**src/rtl/seg_scan_pkg.sv**
```systemverilog
// Shared constants for the seven-segment scan block and the BCD decoder.
// Patterns are active-low, bit 6 = segment a ... bit 0 = segment g.
package seg_pkg;

    localparam int SEG_W = 7;
    localparam logic [SEG_W-1:0] SEG_BLANK = 7'h7F;

    localparam logic [SEG_W-1:0] SEG_0 = 7'h01;
    localparam logic [SEG_W-1:0] SEG_1 = 7'h4F;
    localparam logic [SEG_W-1:0] SEG_2 = 7'h12;
    localparam logic [SEG_W-1:0] SEG_3 = 7'h06;
    localparam logic [SEG_W-1:0] SEG_4 = 7'h4C;
    localparam logic [SEG_W-1:0] SEG_5 = 7'h24;
    localparam logic [SEG_W-1:0] SEG_6 = 7'h20;
    localparam logic [SEG_W-1:0] SEG_7 = 7'h0F;
    localparam logic [SEG_W-1:0] SEG_8 = 7'h00;
    localparam logic [SEG_W-1:0] SEG_9 = 7'h04;

    // Non-decimal codes map to blank rather than to a hex glyph.
    function automatic logic [SEG_W-1:0] bcd_to_seg(input logic [3:0] d);
        logic [SEG_W-1:0] p;
        p = SEG_BLANK;
        unique case (d)
            4'd0: p = SEG_0;
            4'd1: p = SEG_1;
            4'd2: p = SEG_2;
            4'd3: p = SEG_3;
            4'd4: p = SEG_4;
            4'd5: p = SEG_5;
            4'd6: p = SEG_6;
            4'd7: p = SEG_7;
            4'd8: p = SEG_8;
            4'd9: p = SEG_9;
            default: p = SEG_BLANK;
        endcase
        return p;
    endfunction

endpackage

```
**src/rtl/seg_scan_prescaler.sv**
```systemverilog
// Slot-rate prescaler: counts 0..DIV-1 and flags the last cycle of a slot.
module seg_prescaler #(
    parameter int DIV = 50000
) (
    input  logic                   clk,
    input  logic                   rst_n,
    output logic [$clog2(DIV)-1:0] cnt,
    output logic                   tick
);

    localparam int CW = $clog2(DIV);

    assign tick = (cnt == CW'(DIV - 1));

    always_ff @(posedge clk or negedge rst_n) begin
        if (!rst_n) begin
            cnt <= '0;
        end else if (tick) begin
            cnt <= '0;
        end else begin
            cnt <= cnt + 1'b1;
        end
    end

endmodule

```
**src/rtl/seg_scan.sv**
```systemverilog
// Time-multiplexed seven-segment scanner with a frame-atomic shadow buffer.
// Define SEG_SCAN_DEADTIME_EN to blank the anodes for DEAD cycles per slot.
module seg_scan
    import seg_pkg::*;
#(
    parameter int NUM_DIGITS = 8,
    parameter int DIV        = 50000,
    parameter int DEAD       = 4
) (
    input  logic                        clk,
    input  logic                        rst_n,
    input  logic                        frame_valid,
    input  logic [SEG_W*NUM_DIGITS-1:0] frame_data,
    output logic                        frame_ready,
    output logic [SEG_W-1:0]            seg,
    output logic [NUM_DIGITS-1:0]       an,
    output logic                        frame_tick
);

    localparam int CW = $clog2(DIV);
    localparam int IW = $clog2(NUM_DIGITS);
    localparam int FW = SEG_W * NUM_DIGITS;

`ifdef SEG_SCAN_DEADTIME_EN
    localparam bit DT_EN = 1'b1;
`else
    localparam bit DT_EN = 1'b0;
`endif

    logic [CW-1:0] cnt;
    logic          tick;
    logic          wrap;
    logic          xfer;
    logic          blank;
    logic          pending;
    logic [IW-1:0] idx;
    logic [FW-1:0] shadow;
    logic [FW-1:0] disp;

    seg_prescaler #(
        .DIV (DIV)
    ) u_prescaler (
        .clk   (clk),
        .rst_n (rst_n),
        .cnt   (cnt),
        .tick  (tick)
    );

    assign wrap        = tick && (idx == IW'(NUM_DIGITS - 1));
    assign frame_ready = !pending;
    assign xfer        = frame_valid && !pending;
    assign blank       = DT_EN && (cnt < CW'(DEAD));

    always_ff @(posedge clk or negedge rst_n) begin
        if (!rst_n) begin
            idx <= '0;
        end else if (tick) begin
            idx <= wrap ? '0 : idx + 1'b1;
        end
    end

    // Commit and accept are exclusive: a wrap-cycle transfer waits a frame.
    always_ff @(posedge clk or negedge rst_n) begin
        if (!rst_n) begin
            pending <= 1'b0;
            shadow  <= {NUM_DIGITS{SEG_BLANK}};
            disp    <= {NUM_DIGITS{SEG_BLANK}};
        end else if (wrap && pending) begin
            disp    <= shadow;
            pending <= 1'b0;
        end else if (xfer) begin
            shadow  <= frame_data;
            pending <= 1'b1;
        end
    end

    always_ff @(posedge clk or negedge rst_n) begin
        if (!rst_n) begin
            seg        <= SEG_BLANK;
            an         <= '1;
            frame_tick <= 1'b0;
        end else begin
            seg        <= disp[int'(idx)*SEG_W +: SEG_W];
            an         <= blank ? '1 : ~(NUM_DIGITS'(1) << idx);
            frame_tick <= wrap;
        end
    end

endmodule

```
**config.mk**
```make
export PLATFORM = sky130hd
export DESIGN_NAME = seg_scan
export DESIGN_NICKNAME = d
export VERILOG_FILES = /design/src/rtl/seg_scan_pkg.sv /design/src/rtl/seg_scan_prescaler.sv /design/src/rtl/seg_scan.sv
export SDC_FILE = /design/constraint.sdc
export NUM_CORES = 1
export LEC_CHECK = 0
export CORE_ASPECT_RATIO = 1.1
export CORE_UTILIZATION = 29
export DETAILED_ROUTE_END_ITERATION = 6
export PLACE_DENSITY = 0.52
export REMOVE_ABC_BUFFERS = 1
export SLEW_MARGIN = 20
export SYNTH_ARGS = -nofsm -noshare
export SYNTH_HDL_FRONTEND = slang
export SYNTH_SLANG_ARGS = --single-unit
```
**constraint.sdc**
```tcl
create_clock -name clk -period 3.8 [get_ports clk]
set_input_delay 0.57 -clock clk [delete_from_list [all_inputs] [get_ports clk]]
set_output_delay 0.57 -clock clk [all_outputs]
set_load 0.02 [all_outputs]
```
Word level (Yosys, flattened, before mapping)
Cells that the tools add are included.
{"block": "totals", "ff_bits": 148, "latch_bits": 0, "ramBits": 0, "rom_bits": 0, "inputBits": 59, "out_inout_bits": 17, "word_cells": 27, "mem_count": 0}
{"block": "op_classes", "addsub": 2, "mul": 1, "div_mod_pow": 0, "magnitude_cmp": 0, "n_eq_ne": 2, "n_shift": 2, "muxes": 4, "bitwise": 2, "reduce_logical": 6}
{"cell": "56-bit by 7-bit variable part select with 7-bit output", "n": 1}
{"cell": "16-bit by 1-bit adder with 16-bit output (second input constant)", "n": 1}
{"cell": "16-bit equality test (second input constant)", "n": 1}
{"cell": "16-bit two-way mux", "n": 1}
{"cell": "8-bit NOT", "n": 1}
{"cell": "1-bit by 3-bit left shift with 8-bit output (first input constant)", "n": 1}
{"cell": "3-bit by 3-bit multiplier with 6-bit output (second input constant)", "n": 1}
{"cell": "3-bit by 1-bit adder with 3-bit output (second input constant)", "n": 1}
{"cell": "3-bit equality test (second input constant)", "n": 1}
{"cell": "1-bit logical AND", "n": 3}
{"cell": "3-bit two-way mux", "n": 1}
{"cell": "1-bit two-way mux", "n": 2}
{"cell": "2-bit AND reduction", "n": 1}
{"cell": "2-bit nonzero test", "n": 1}
{"cell": "1-bit logical NOT", "n": 1}
{"cell": "1-bit NOT", "n": 1}

Longest topological paths before layout
Gate-level depths: netlist of run 1.
{"block": "depth", "depth_word": 5, "ltp_mapped": 8, "ltp_nobuf": 5}

By module
A second synthesis of run 1 with hierarchy kept.
{"block": "unflattened", "cells_unflattened": 376, "hier_area_um2": 6212.2}
{"mod": "seg_scan", "instances": 1, "cells_each": 309, "area_each_um2": 5450.2, "seq_area_each_um2": 3462.1}
{"mod": "seg_prescaler", "instances": 1, "cells_each": 67, "area_each_um2": 762.0, "seq_area_each_um2": 400.4}

Worst setup path after synthesis of run 1
No wires, ideal clock.
{"block": "synth_timing", "path_type": "flip-flop to flip-flop", "startpoint": "register u_prescaler.cnt[0]", "endpoint": "register disp[46]", "setup_ps": 85, "arrival_ps": 1873, "required_ps": 3715, "path_slack_ps": 1843, "path_stages_with_launch": 9, "path_buffers": 3, "synth_period_minus_slack_ps": 1957, "cell_sequence": "dfrtp_1 > ha_1 > and3_1 > and4_1 > buf_4 > and3_4 > buf_12 > buf_8 > mux2_1"}
{"block": "synth_via", "elab_chain_cells": 3}
{"element": "start: declaration", "line": "seg_scan_prescaler.sv:7", "source": "output logic [$clog2(DIV)-1:0] cnt,"}
{"element": "start signal: assignment", "line": "seg_scan_prescaler.sv:21", "source": "cnt <= cnt + 1'b1;"}
{"element": "16-bit equality test", "line": "seg_scan_prescaler.sv:13", "source": "assign tick = (cnt == CW'(DIV - 1));"}
{"element": "1-bit logical AND", "line": "seg_scan.sv:49", "source": "assign wrap = tick && (idx == IW'(NUM_DIGITS - 1));"}
{"element": "1-bit logical AND", "line": "seg_scan.sv:68", "source": "end else if (wrap && pending) begin"}
{"element": "end signal: assignment", "line": "seg_scan.sv:67", "source": "disp <= {NUM_DIGITS{SEG_BLANK}};"}
{"element": "end signal: assignment", "line": "seg_scan.sv:69", "source": "disp <= shadow;"}
{"element": "end: declaration", "line": "seg_scan.sv:38", "source": "logic [FW-1:0] disp;"}
Every way passes these cells.
A chain may end at the register's enable or synchronous reset.

Worst setup path in the final report of run 1
{"block": "layout_timing", "startpoint": "register u_prescaler.cnt[0]", "endpoint": "register disp[6]"}
Same word-level chain as after synthesis.

==> results by group, run 1 <==
Die
  – DIE AREA: 22200 sq um
  – Core Area: 21300 sq um
  – Initial Utilization: 29.5%
  – IO Count: 76
  – Die Ht: 156 um
  – Site Rows: 56
  – Die Wd: 142 um

Synth
  – Syn Inst Count: 400
  – Synth warn: 0
  – Synth Flop Type: dfstp_2
  – Post-synth EDFFs: 0
  – Asr flop ratio synth: 100%
  – Yosys cell types: 31
  – Top post-synthesis cells by area: dfstp_2 (53%), mux2_2 (15%), dfrtp_1 (8.4%), mux4_2 (5.0%), mux2_4 (4.8%)
  – Seq/Total Area, Yosys: 61.5%
  – Share of the synthesized area in the top cell type: 53.1%
  – Area leader, netlist: dfstp_2
  – Cell area after synthesis: 6280 sq um
  – Post-Syn Area per Cell: 15.7 sq um
  – Flops & latches, synth: 148

CTS
  – Post-CTS setup buffer count: 0
  – # H-tree levels: 4
  – # hold bufs at CTS: 0
  – Clk_lat worst skew: 0.42 ns
  – Max clock buf depth: 2
  – Clock transition at path regs: 0.06 ns
  – Root buf cell: clkbuf_16
  – Clock buffer count from CTS: 17
  – Clock Sinks: 148
  – CTS tree: built
  – # resized after CTS: 0

Status
  – Status: completed

Detailed routing
  – Post-Route WL: 12.0 mm
  – DRC: 0
  – Iter 0 DRT Violations: 147
  – Detail Route Antenna Nets: 0
  – Vias per std cell: 4.30
  – TritonRoute pass-1 iters: 4
  – Vias: 3375
  – WL/cell: 15.3 um

Critical path
  – Worst setup SP type: register
  – Buf/Inv on CP: 1
  – Worst r2r src: u_prescaler.cnt[0]
  – Largest delay share family, worst path: simple AND/OR/NAND/NOR gates
  – Arrival time at the worst endpoint: 2.93 ns
  – Setup CP Type: register to register
  – Cells on worst reg2reg path: 6
  – CP Max Fanout: 57
  – Cells along the critical path: ha_1, and3_1, and4_1, buf_4, and3_4, mux2_2
  – Highest-delay cell along the critical path: and3_4
  – Worst R2R End: disp[6]
  – Crit. End Element: register
  – CP Data Required Time: 4.14 ns
  – Largest stage delay, worst path: 0.81 ns
  – Reg2Reg Setup Slack: 1.21 ns

Finish
  – Syn-to-layout area delta: 26.8%
  – Filler Cell Count: 2047
  – Final layout net count: 547
  – Proportion of layout cells with a drive suffix above 1: 58.1%
  – Post-layout util: 37.4%
  – # diodes: 0
  – Layout Cells excl Fill: 784

Power and ir drop
  – P_leak: 3.15 nW
  – Power Dens Cells: 466 nW/um^2
  – Peak supply drop: 0.247 mV

Timing
  – Fmax: 387 MHz
  – Clock skew: 0.00714 ns
  – Slew HR: 34.5%
  – Hold Violations, Final: 0
  – Period minus WS final: 2.59 ns
  – Min Hold Slack: 0.350 ns
  – Slew @ Worst Pin: 0.983 ns
  – Period utilisation layout: 68.1%
  – Unrepaired setup endpoints after global routing: no
  – Setup_tns: 0 ns
  – Slew Limit Fails: 0
  – Final setup viols: 0

Place
  – # port buffers: 75
  – DP Cell Count: 752
  – Final HPWL DP: 7.81 mm
  – Gpl congestion: 0.770

Global routing
  – Initial antenna violation count: 0
  – GRT Total Usage: 11.9%
  – Grt total ovfl: 0
  – Largest net degree at the start of global routing: 129
  – Vias in the first global route: 3755
  – First-pass GRT wire length: 19.8 mm

Flow run
  – Maxcap violations: 0

Worst hold path
  – HP Class: input port to async pin
registers in the layout, summed over array words and instances (netlist names):
| signal | count |
|---|---|
| u_prescaler.cnt | 16 |
| idx | 3 |
| disp | 56 |
| an | 8 |
| pending | 1 |
| frame_tick | 1 |
| shadow | 56 |
| seg | 7 |
layout by cell type, fill, tap and decap left out, types with 2 or more instances in the layout:
| master | n |
|---|---|
| o21ai_0 | 3 |
| clkinv_4 | 2 |
| and3_1 | 2 |
| ha_1 | 7 |
| nor3_1 | 4 |
| clkbuf_16 | 18 |
| mux2_4 | 20 |
| bufinv_16 | 4 |
| mux4_2 | 14 |
| buf_4 | 5 |
| mux2_1 | 9 |
| nor2_1 | 14 |
| nand4_1 | 4 |
| nand2_1 | 32 |
| xor2_1 | 7 |
| clkinv_2 | 3 |
| xnor2_1 | 7 |
| dfstp_2 | 127 |
| inv_6 | 4 |
| dfrtp_1 | 21 |
| nor4_1 | 3 |
| clkdlybuf4s50_1 | 74 |
| inv_1 | 9 |
| nand3_1 | 6 |
| nor4b_1 | 2 |
| mux2_2 | 83 |
cell families after synthesis:
group	share of synthesized area, %
buffers and inverters	2.83
muxes	26.3
DFF	61.5
and+or+nand+nor	5.76
xor gates and xnor gates	1.95
adders and majority gates	1.39
AOI/OAI and AO/OA	0.239
through the flow:
stage | cell area, sq um | total power, W | setup slack (ns)
after floorplan | 6130 | 0.00181 | 0.228
after global placement | 7310 | 0.00193 | 1.24
after detailed placement | 7310 | 0.00193 | 1.20
after CTS | 7960 | 0.00377 | 1.18
after global routing | 7960 | 0.00385 | 1.07
final | 7960 | 0.00371 | 1.21
synthesized netlist by cell type (4+ instances only):
| master | n |
|---|---|
| clkbuf_1 | 10 |
| dfrtp_1 | 21 |
| dfstp_2 | 127 |
| ha_1 | 7 |
| inv_1 | 9 |
| mux2_1 | 9 |
| mux2_2 | 83 |
| mux2_4 | 20 |
| mux4_2 | 14 |
| nand2_1 | 32 |
| nand3_1 | 6 |
| nand4_1 | 4 |
| nor2_1 | 14 |
| nor3_1 | 4 |
| xnor2_1 | 7 |
| xor2_1 | 7 |
metal layers:
layer	global-route usage [%]	routed length [um]	part of all wire (%)
met1	15.0	5620	47
met2	19.1	5760	48
met3	3.15	454	3.8
met4	5.53	164	1.4
met5	0	0	0
power by group:
| group | internal (W) | switching [W] | total, W |
|---|---|---|---|
| logic | 0.000104 | 0.0000575 | 0.000161 |
| registers | 0.00170 | 0.0000383 | 0.00174 |
| clock network | 0.00114 | 0.000662 | 0.00181 |
worst max path at each step:
stage                        startpoint         to  slack (ns)  cells after the start
finish               u_prescaler.cnt[0]    disp[6]        1.21                      6
global route         u_prescaler.cnt[0]    disp[7]        1.07                      6
CTS                  u_prescaler.cnt[0]   disp[24]        1.18                      6
detailed placement   u_prescaler.cnt[0]    disp[6]        1.20                      6
global placement    u_prescaler.cnt[12]   disp[25]        1.24                      5
floorplan                   frame_valid  shadow[0]        0.23                      2
cell type report:
cell class	instances	area, sq um	share of cell area, %
Sequential cell	148	3860	48.5
Clock buffer	18	450	5.66
Clock inverter	14	195	2.45
Inverter	9	33.8	0.424
Timing Repair Buffer	81	812	10.2
Multi-Input combinational cell	224	2250	28.2
Tap cell	290	363	4.56
(Power assumes the default switching activity.)
==> inputs of run 2 (changes only) <==
clock period = 2.5 ns   (was 3.8 ns; I/O delays follow)
==> results by group, run 2 (same netlist as run 1, synthesis figures left out) <==
Power and ir drop
  – Combinational share of power: 4.8% (was 4.4%)
  – P_leak: 3.13 nW (was 3.15 nW)
  – Sw power: 0.00114 W (was 0.000758 W)
  – Internal power: 0.00410 W (was 0.00295 W)
  – Seq pwr share: 50.5% (was 46.9%)
  – Power Dens Cells: 660 nW/um^2 (was 466 nW/um^2)
  – Sw Share: 21.7% (was 20.4%)
  – Peak supply drop: 0.352 mV (was 0.247 mV)
  – Clock network fraction of design power: 44.7% (was 48.7%)

Finish
  – Filler Cell Count: 2058 (was 2047)
  – Syn-to-layout area delta: 26.4% (was 26.8%)
  – Proportion of layout cells with a drive suffix above 1: 58.2% (was 58.1%)
  – Post-route cell area: 7930 sq um (was 7960 sq um)
  – Post-layout util: 37.2% (was 37.4%)
  – # diodes: 0 (unchanged)
  – Commonest cells after routing, fill and taps aside: dfstp_2 (127), mux2_2 (83), clkdlybuf4s50_1 (74), nand2_1 (32), dfrtp_1 (21) (unchanged)
  – Most common cell after layout, fill and taps aside: dfstp_2 (unchanged)
  – Largest regs: disp (56), shadow (56), u_prescaler.cnt (16) (unchanged)
  – Final layout net count: 553 (was 547)
  – Sequential Area: 3860 sq um (unchanged)
  – Multi-input gate area: 2250 sq um (unchanged)

Die
  – Die Ht: 156 um (unchanged)
  – Core Area: 21300 sq um (unchanged)
  – IO Count: 76 (unchanged)
  – Initial Utilization: 29.5% (unchanged)
  – DIE AREA: 22200 sq um (unchanged)
  – Die Wd: 142 um (unchanged)
  – Site Rows: 56 (unchanged)

Timing
  – Fmax: 487 MHz (was 387 MHz)
  – Min Hold Slack: -0.00253 ns (was 0.350 ns)
  – Slew HR: 51.5% (was 34.5%)
  – Period utilisation layout: 82.1% (was 68.1%)
  – Hold Violations, Final: 3 (was 0)
  – Slew @ Worst Pin: 0.728 ns (was 0.983 ns)
  – Clock skew: 0.00780 ns (was 0.00714 ns)
  – Period minus WS final: 2.05 ns (was 2.59 ns)
  – Unrepaired setup endpoints after global routing: no (unchanged)
  – Final setup viols: 0 (unchanged)
  – Slew Limit Fails: 0 (unchanged)

Global routing
  – Met2 Usage GRT: 18.5% (was 19.1%)
  – Initial antenna violation count: 0 (unchanged)
  – Grt total ovfl: 0 (unchanged)
  – Largest net degree at the start of global routing: 79 (was 129)
  – First-pass GRT wire length: 20.0 mm (was 19.8 mm)
  – M1 GR Usage: 15.8% (was 15.0%)
  – Met3 Usage GRT: 3.58% (was 3.15%)
  – Most Used Layer, Global Route: met2 (unchanged)
  – Vias in the first global route: 3715 (was 3755)
  – GRT Total Usage: 12.0% (was 11.9%)

Critical path
  – Cells on worst reg2reg path: 6 (unchanged)
  – Highest-delay cell along the critical path: dfrtp_1 (was and3_4)
  – CP Max Fanout: 21 (was 57)
  – Crit. End Element: register (unchanged)
  – Setup CP Type: register to register (unchanged)
  – CP Data Required Time: 2.84 ns (was 4.14 ns)
  – Worst r2r src: u_prescaler.cnt[0] (unchanged)
  – Arrival time at the worst endpoint: 2.39 ns (was 2.93 ns)
  – Largest stage delay, worst path: 0.39 ns (was 0.81 ns)
  – Cells along the critical path: ha_1, and3_1, and4_1, and3_4, buf_4, mux2_2 (was ha_1, and3_1, and4_1, buf_4, and3_4, mux2_2)
  – Worst R2R End: disp[55] (was disp[6])
  – Worst setup SP type: register (unchanged)
  – Reg2Reg Setup Slack: 0.45 ns (was 1.21 ns)

CTS
  – Clk_lat worst skew: 0.42 ns (about the same)
  – Post-CTS setup buffer count: 0 (unchanged)
  – CTS tree: built (unchanged)
  – # H-tree levels: 4 (unchanged)
  – Max clock buf depth: 2 (unchanged)
  – # hold bufs at CTS: 0 (unchanged)
  – Root buf cell: clkbuf_16 (unchanged)
  – Clock transition at path regs: 0.06 ns (about the same)
  – Clock buffer count from CTS: 17 (unchanged)
  – # resized after CTS: 0 (unchanged)
  – Clock Sinks: 148 (unchanged)

Status
  – Failing checks: negative hold slack
  – Status: complete, but fails checks (was completed)

Detailed routing
  – Detail Route Antenna Nets: 0 (unchanged)
  – DRC: 0 (unchanged)
  – TritonRoute pass-1 iters: 3 (was 4)
  – Vias per std cell: 4.33 (was 4.30)
  – Iter 0 DRT Violations: 109 (was 147)
  – Vias: 3417 (was 3375)
  – Post-Route WL: 12.0 mm (about the same)
  – WL/cell: 15.2 um (was 15.3 um)

Place
  – Final HPWL DP: 7.91 mm (was 7.81 mm)
  – # port buffers: 75 (unchanged)
  – DP Area: 7380 sq um (was 7310 sq um)
  – Gpl congestion: 0.744 (was 0.770)

Worst hold path
  – HP Class: input port to async pin (unchanged)

Flow run
  – Maxcap violations: 0 (unchanged)
-- run 2: power by group through the flow --
stage	logic, W	clock network [W]	registers, W
after floorplan	0.0000979	0	0.00265
after global placement	0.000248	0	0.00268
after detailed placement	0.000255	0	0.00268
after CTS	0.000256	0.00242	0.00265
after global routing	0.000275	0.00253	0.00266
final	0.000249	0.00234	0.00265
-- run 2: worst max path at each step --
stage,cells past startpoint,from,to
floorplan,2,pending,shadow[0]
global placement,6,u_prescaler.cnt[0],disp[12]
detailed placement,6,u_prescaler.cnt[0],disp[55]
CTS,6,u_prescaler.cnt[0],disp[55]
global route,6,u_prescaler.cnt[0],disp[55]
finish,6,u_prescaler.cnt[0],disp[55]
-- run 2: stage by stage --
step,cells,setup TNS (ns),setup slack [ns],hold slack (ns),power (W)
2_1_floorplan,381,-52.11,-0.931,0.0794,0.00275
3_3_place_gp,758,0,0.523,0.458,0.00293
3_5_place_dp,758,0,0.448,0.466,0.00294
4_1_cts,790,0,0.445,0.0132,0.00532
5_1_grt,790,0,0.334,0.0524,0.00547
6_report,790,0,0.449,-0.00253,0.00524
-- run 2: metal layers --
metal	routed length, um	up-vias	share of wire (%)
met3	456	16	3.8
met5	0	-	0
met1	5610	1760	47
met4	168	0	1.4
li1	-	1580	-
met2	5750	61	48
-- run 2: area by class of cell --
type	count	area share, %
clock buffer	22	5.98
clock inverter	10	0.946
inverter	9	0.426
multi-input combinational	224	28.3
sequential	148	48.7
tap	290	4.57
timing repair buffer	87	11.1
-- run 2: worst max-delay path: cells and delay by family, from the launching register on --
kind / cells / cell delay [ns]
AND/OR/NAND/NOR: 3 / 0.68
flip-flops: 1 / 0.39
multiplexers: 1 / 0.38
buffers and inverters: 1 / 0.30
adder cells (fa/ha/maj): 1 / 0.21
==> inputs of run 3 (changes only) <==
clock period = 2.1 ns   (was 2.5 ns; I/O delays follow)
==> results by group, run 3 (same netlist as run 1, synthesis figures left out) <==
Status
  – Status: completed (was complete, but fails checks)

Critical path
  – Arrival time at the worst endpoint: 2.31 ns (was 2.39 ns)
  – Highest-delay cell along the critical path: dfrtp_1 (unchanged)
  – Cells along the critical path: nor4bb_2, and4_1, and3_4, buf_12, mux2_2 (was ha_1, and3_1, and4_1, and3_4, buf_4, mux2_2)
  – Crit. End Element: register (unchanged)
  – CP Max Fanout: 28 (was 21)
  – Setup CP Type: register to register (unchanged)
  – Worst setup SP type: register (unchanged)
  – CP Data Required Time: 2.45 ns (was 2.84 ns)
  – Largest stage delay, worst path: 0.44 ns (was 0.39 ns)

Timing
  – Period utilisation layout: 93.4% (was 82.1%)
  – Clock skew: 0.00862 ns (was 0.00780 ns)
  – Period minus WS final: 1.96 ns (was 2.05 ns)
  – Slew Limit Fails: 0 (unchanged)
  – Unrepaired setup endpoints after global routing: no (unchanged)
  – Fmax: 510 MHz (was 487 MHz)
  – Slew @ Worst Pin: 0.435 ns (was 0.728 ns)
  – Hold Violations, Final: 0 (was 3)
  – Slew HR: 71.0% (was 51.5%)
  – Final setup viols: 0 (unchanged)

Place
  – # port buffers: 75 (unchanged)
  – Final HPWL DP: 7.84 mm (was 7.91 mm)
  – Gpl congestion: 0.718 (was 0.744)
  – DP Area: 7400 sq um (was 7380 sq um)

Finish
  – Filler Cell Count: 2050 (was 2058)
  – Largest regs: disp (56), shadow (56), u_prescaler.cnt (16) (unchanged)
  – Post-layout util: 37.8% (was 37.2%)
  – # diodes: 0 (unchanged)
  – Most common cell after layout, fill and taps aside: dfstp_2 (unchanged)
  – Final layout net count: 552 (was 553)
  – Commonest cells after routing, fill and taps aside: dfstp_2 (127), mux2_2 (83), clkdlybuf4s50_1 (74), nand2_1 (32), dfrtp_1 (21) (unchanged)
  – Syn-to-layout area delta: 28.1% (was 26.4%)
  – Proportion of layout cells with a drive suffix above 1: 58.7% (was 58.2%)
  – Post-route cell area: 8040 sq um (was 7930 sq um)

Die
  – IO Count: 76 (unchanged)
  – Die Ht: 156 um (unchanged)
  – Core Area: 21300 sq um (unchanged)
  – DIE AREA: 22200 sq um (unchanged)
  – Site Rows: 56 (unchanged)
  – Initial Utilization: 29.5% (unchanged)
  – Die Wd: 142 um (unchanged)

Power and ir drop
  – Peak supply drop: 0.521 mV (was 0.352 mV)
  – P_leak: 3.17 nW (was 3.13 nW)
  – Power Dens Cells: 831 nW/um^2 (was 660 nW/um^2)
  – Sw power: 0.00137 W (was 0.00114 W)
  – Internal power: 0.00530 W (was 0.00410 W)
  – Seq pwr share: 47.2% (was 50.5%)
  – Clock network fraction of design power: 48.4% (was 44.7%)
  – Sw Share: 20.6% (was 21.7%)
  – Combinational share of power: 4.4% (was 4.8%)

Detailed routing
  – Detail Route Antenna Nets: 0 (unchanged)
  – Post-Route WL: 11.8 mm (was 12.0 mm)
  – Vias per std cell: 4.30 (was 4.33)
  – TritonRoute pass-1 iters: 4 (was 3)
  – DRC: 0 (unchanged)
  – Iter 0 DRT Violations: 111 (was 109)
  – WL/cell: 14.9 um (was 15.2 um)
  – Vias: 3395 (was 3417)

Flow run
  – Maxcap violations: 0 (unchanged)

CTS
  – Root buf cell: clkbuf_16 (unchanged)
  – Post-CTS setup buffer count: 0 (unchanged)
  – Max clock buf depth: 2 (unchanged)
  – Clock transition at path regs: 0.06 ns (about the same)
  – CTS tree: built (unchanged)
  – Clock Sinks: 148 (unchanged)
  – # H-tree levels: 4 (unchanged)
  – Clock buffer count from CTS: 17 (unchanged)
  – Clk_lat worst skew: 0.42 ns (about the same)
  – # hold bufs at CTS: 0 (unchanged)

Global routing
  – Largest net degree at the start of global routing: 59 (was 79)
  – Vias in the first global route: 3674 (was 3715)
  – First-pass GRT wire length: 19.6 mm (was 20.0 mm)
  – Initial antenna violation count: 0 (unchanged)
  – Grt total ovfl: 0 (unchanged)
  – GRT Total Usage: 11.8% (was 12.0%)

Worst hold path
  – HP Class: input port to async pin (unchanged)
run 3: cell types whose count changed in the layout (fill, tap and decap cells not counted), moves of 2 or more:
cell       change
clkbuf_8       -2
clkbuf_1       -2
buf_4          -3
bufinv_16      +4
buf_12         +2
clkinv_2       -2
run 3: path summary, 6_finish.rpt:
| path | from | endpoint | slack, ns | cells past startpoint |
|---|---|---|---|---|
| max in group asynchronous | rst_n | disp[1] | 1.58 | 2 |
| worst min register to register | u_prescaler.cnt[0] | u_prescaler.cnt[0] | 0.48 | 1 |
| worst min-delay path | rst_n | disp[33] | 0.12 | 1 |
| min in group clk | u_prescaler.cnt[0] | u_prescaler.cnt[0] | 0.48 | 1 |
| worst max register to register | u_prescaler.cnt[12] | disp[3] | 0.14 | 5 |
| worst max-delay path | u_prescaler.cnt[12] | disp[3] | 0.14 | 5 |
run 3: worst max-delay path: cells and delay by family, from the launching register on:
family,cells,cell delay [ns]
buf+inv,1,0.22
flops,1,0.44
mux,1,0.36
simple gates,3,0.86
run 3: area by class of cell:
cell class / count / area [sq um] / area share, %
inverters: 9 / 33.8 / 0.420
multi-input cells: 224 / 2250 / 27.9
clock buffers: 18 / 439 / 5.46
clock inverters: 14 / 199 / 2.47
repair buffers: 86 / 897 / 11.2
flip-flops and latches: 148 / 3860 / 48.0
well taps: 290 / 363 / 4.51
run 3: power groups by stage:
stage | sequential, W | clock (W) | combinational (W)
finish | 0.00315 | 0.00323 | 0.000296
global route | 0.00317 | 0.00345 | 0.000328
CTS | 0.00315 | 0.00332 | 0.000306
detailed placement | 0.00320 | 0 | 0.000304
global placement | 0.00320 | 0 | 0.000296
floorplan | 0.00316 | 0 | 0.000117
run 3: per-layer routing:
layer | vias up | wire length [um] | global-route usage, %
met5 | - | 0 | 0
met4 | 0 | 150 | 4.30
met3 | 15 | 496 | 3.98
met2 | 70 | 5540 | 17.8
met1 | 1738 | 5570 | 15.6
li1 | 1572 | - | -
run 3: repair_timing:
| action | CTS | global route |
|---|---|---|
| endpoints found under the setup margin | 0 | 1 |
| resized for setup | 0 | 1 |
| endpoints found under the hold margin | 0 | 0 |
run 3: stage by stage:
stage	instances	hold WS, ns	TNS, ns	setup slack [ns]	total power (W)
final	789	0.123	0	0.139	0.00668
after floorplan	381	0.0194	-90.27	-1.33	0.00327
after global routing	789	0.155	0	0.0417	0.00695
after global placement	757	0.464	0	0.189	0.00349
after detailed placement	757	0.474	0	0.130	0.00350
after CTS	789	0.141	0	0.120	0.00678
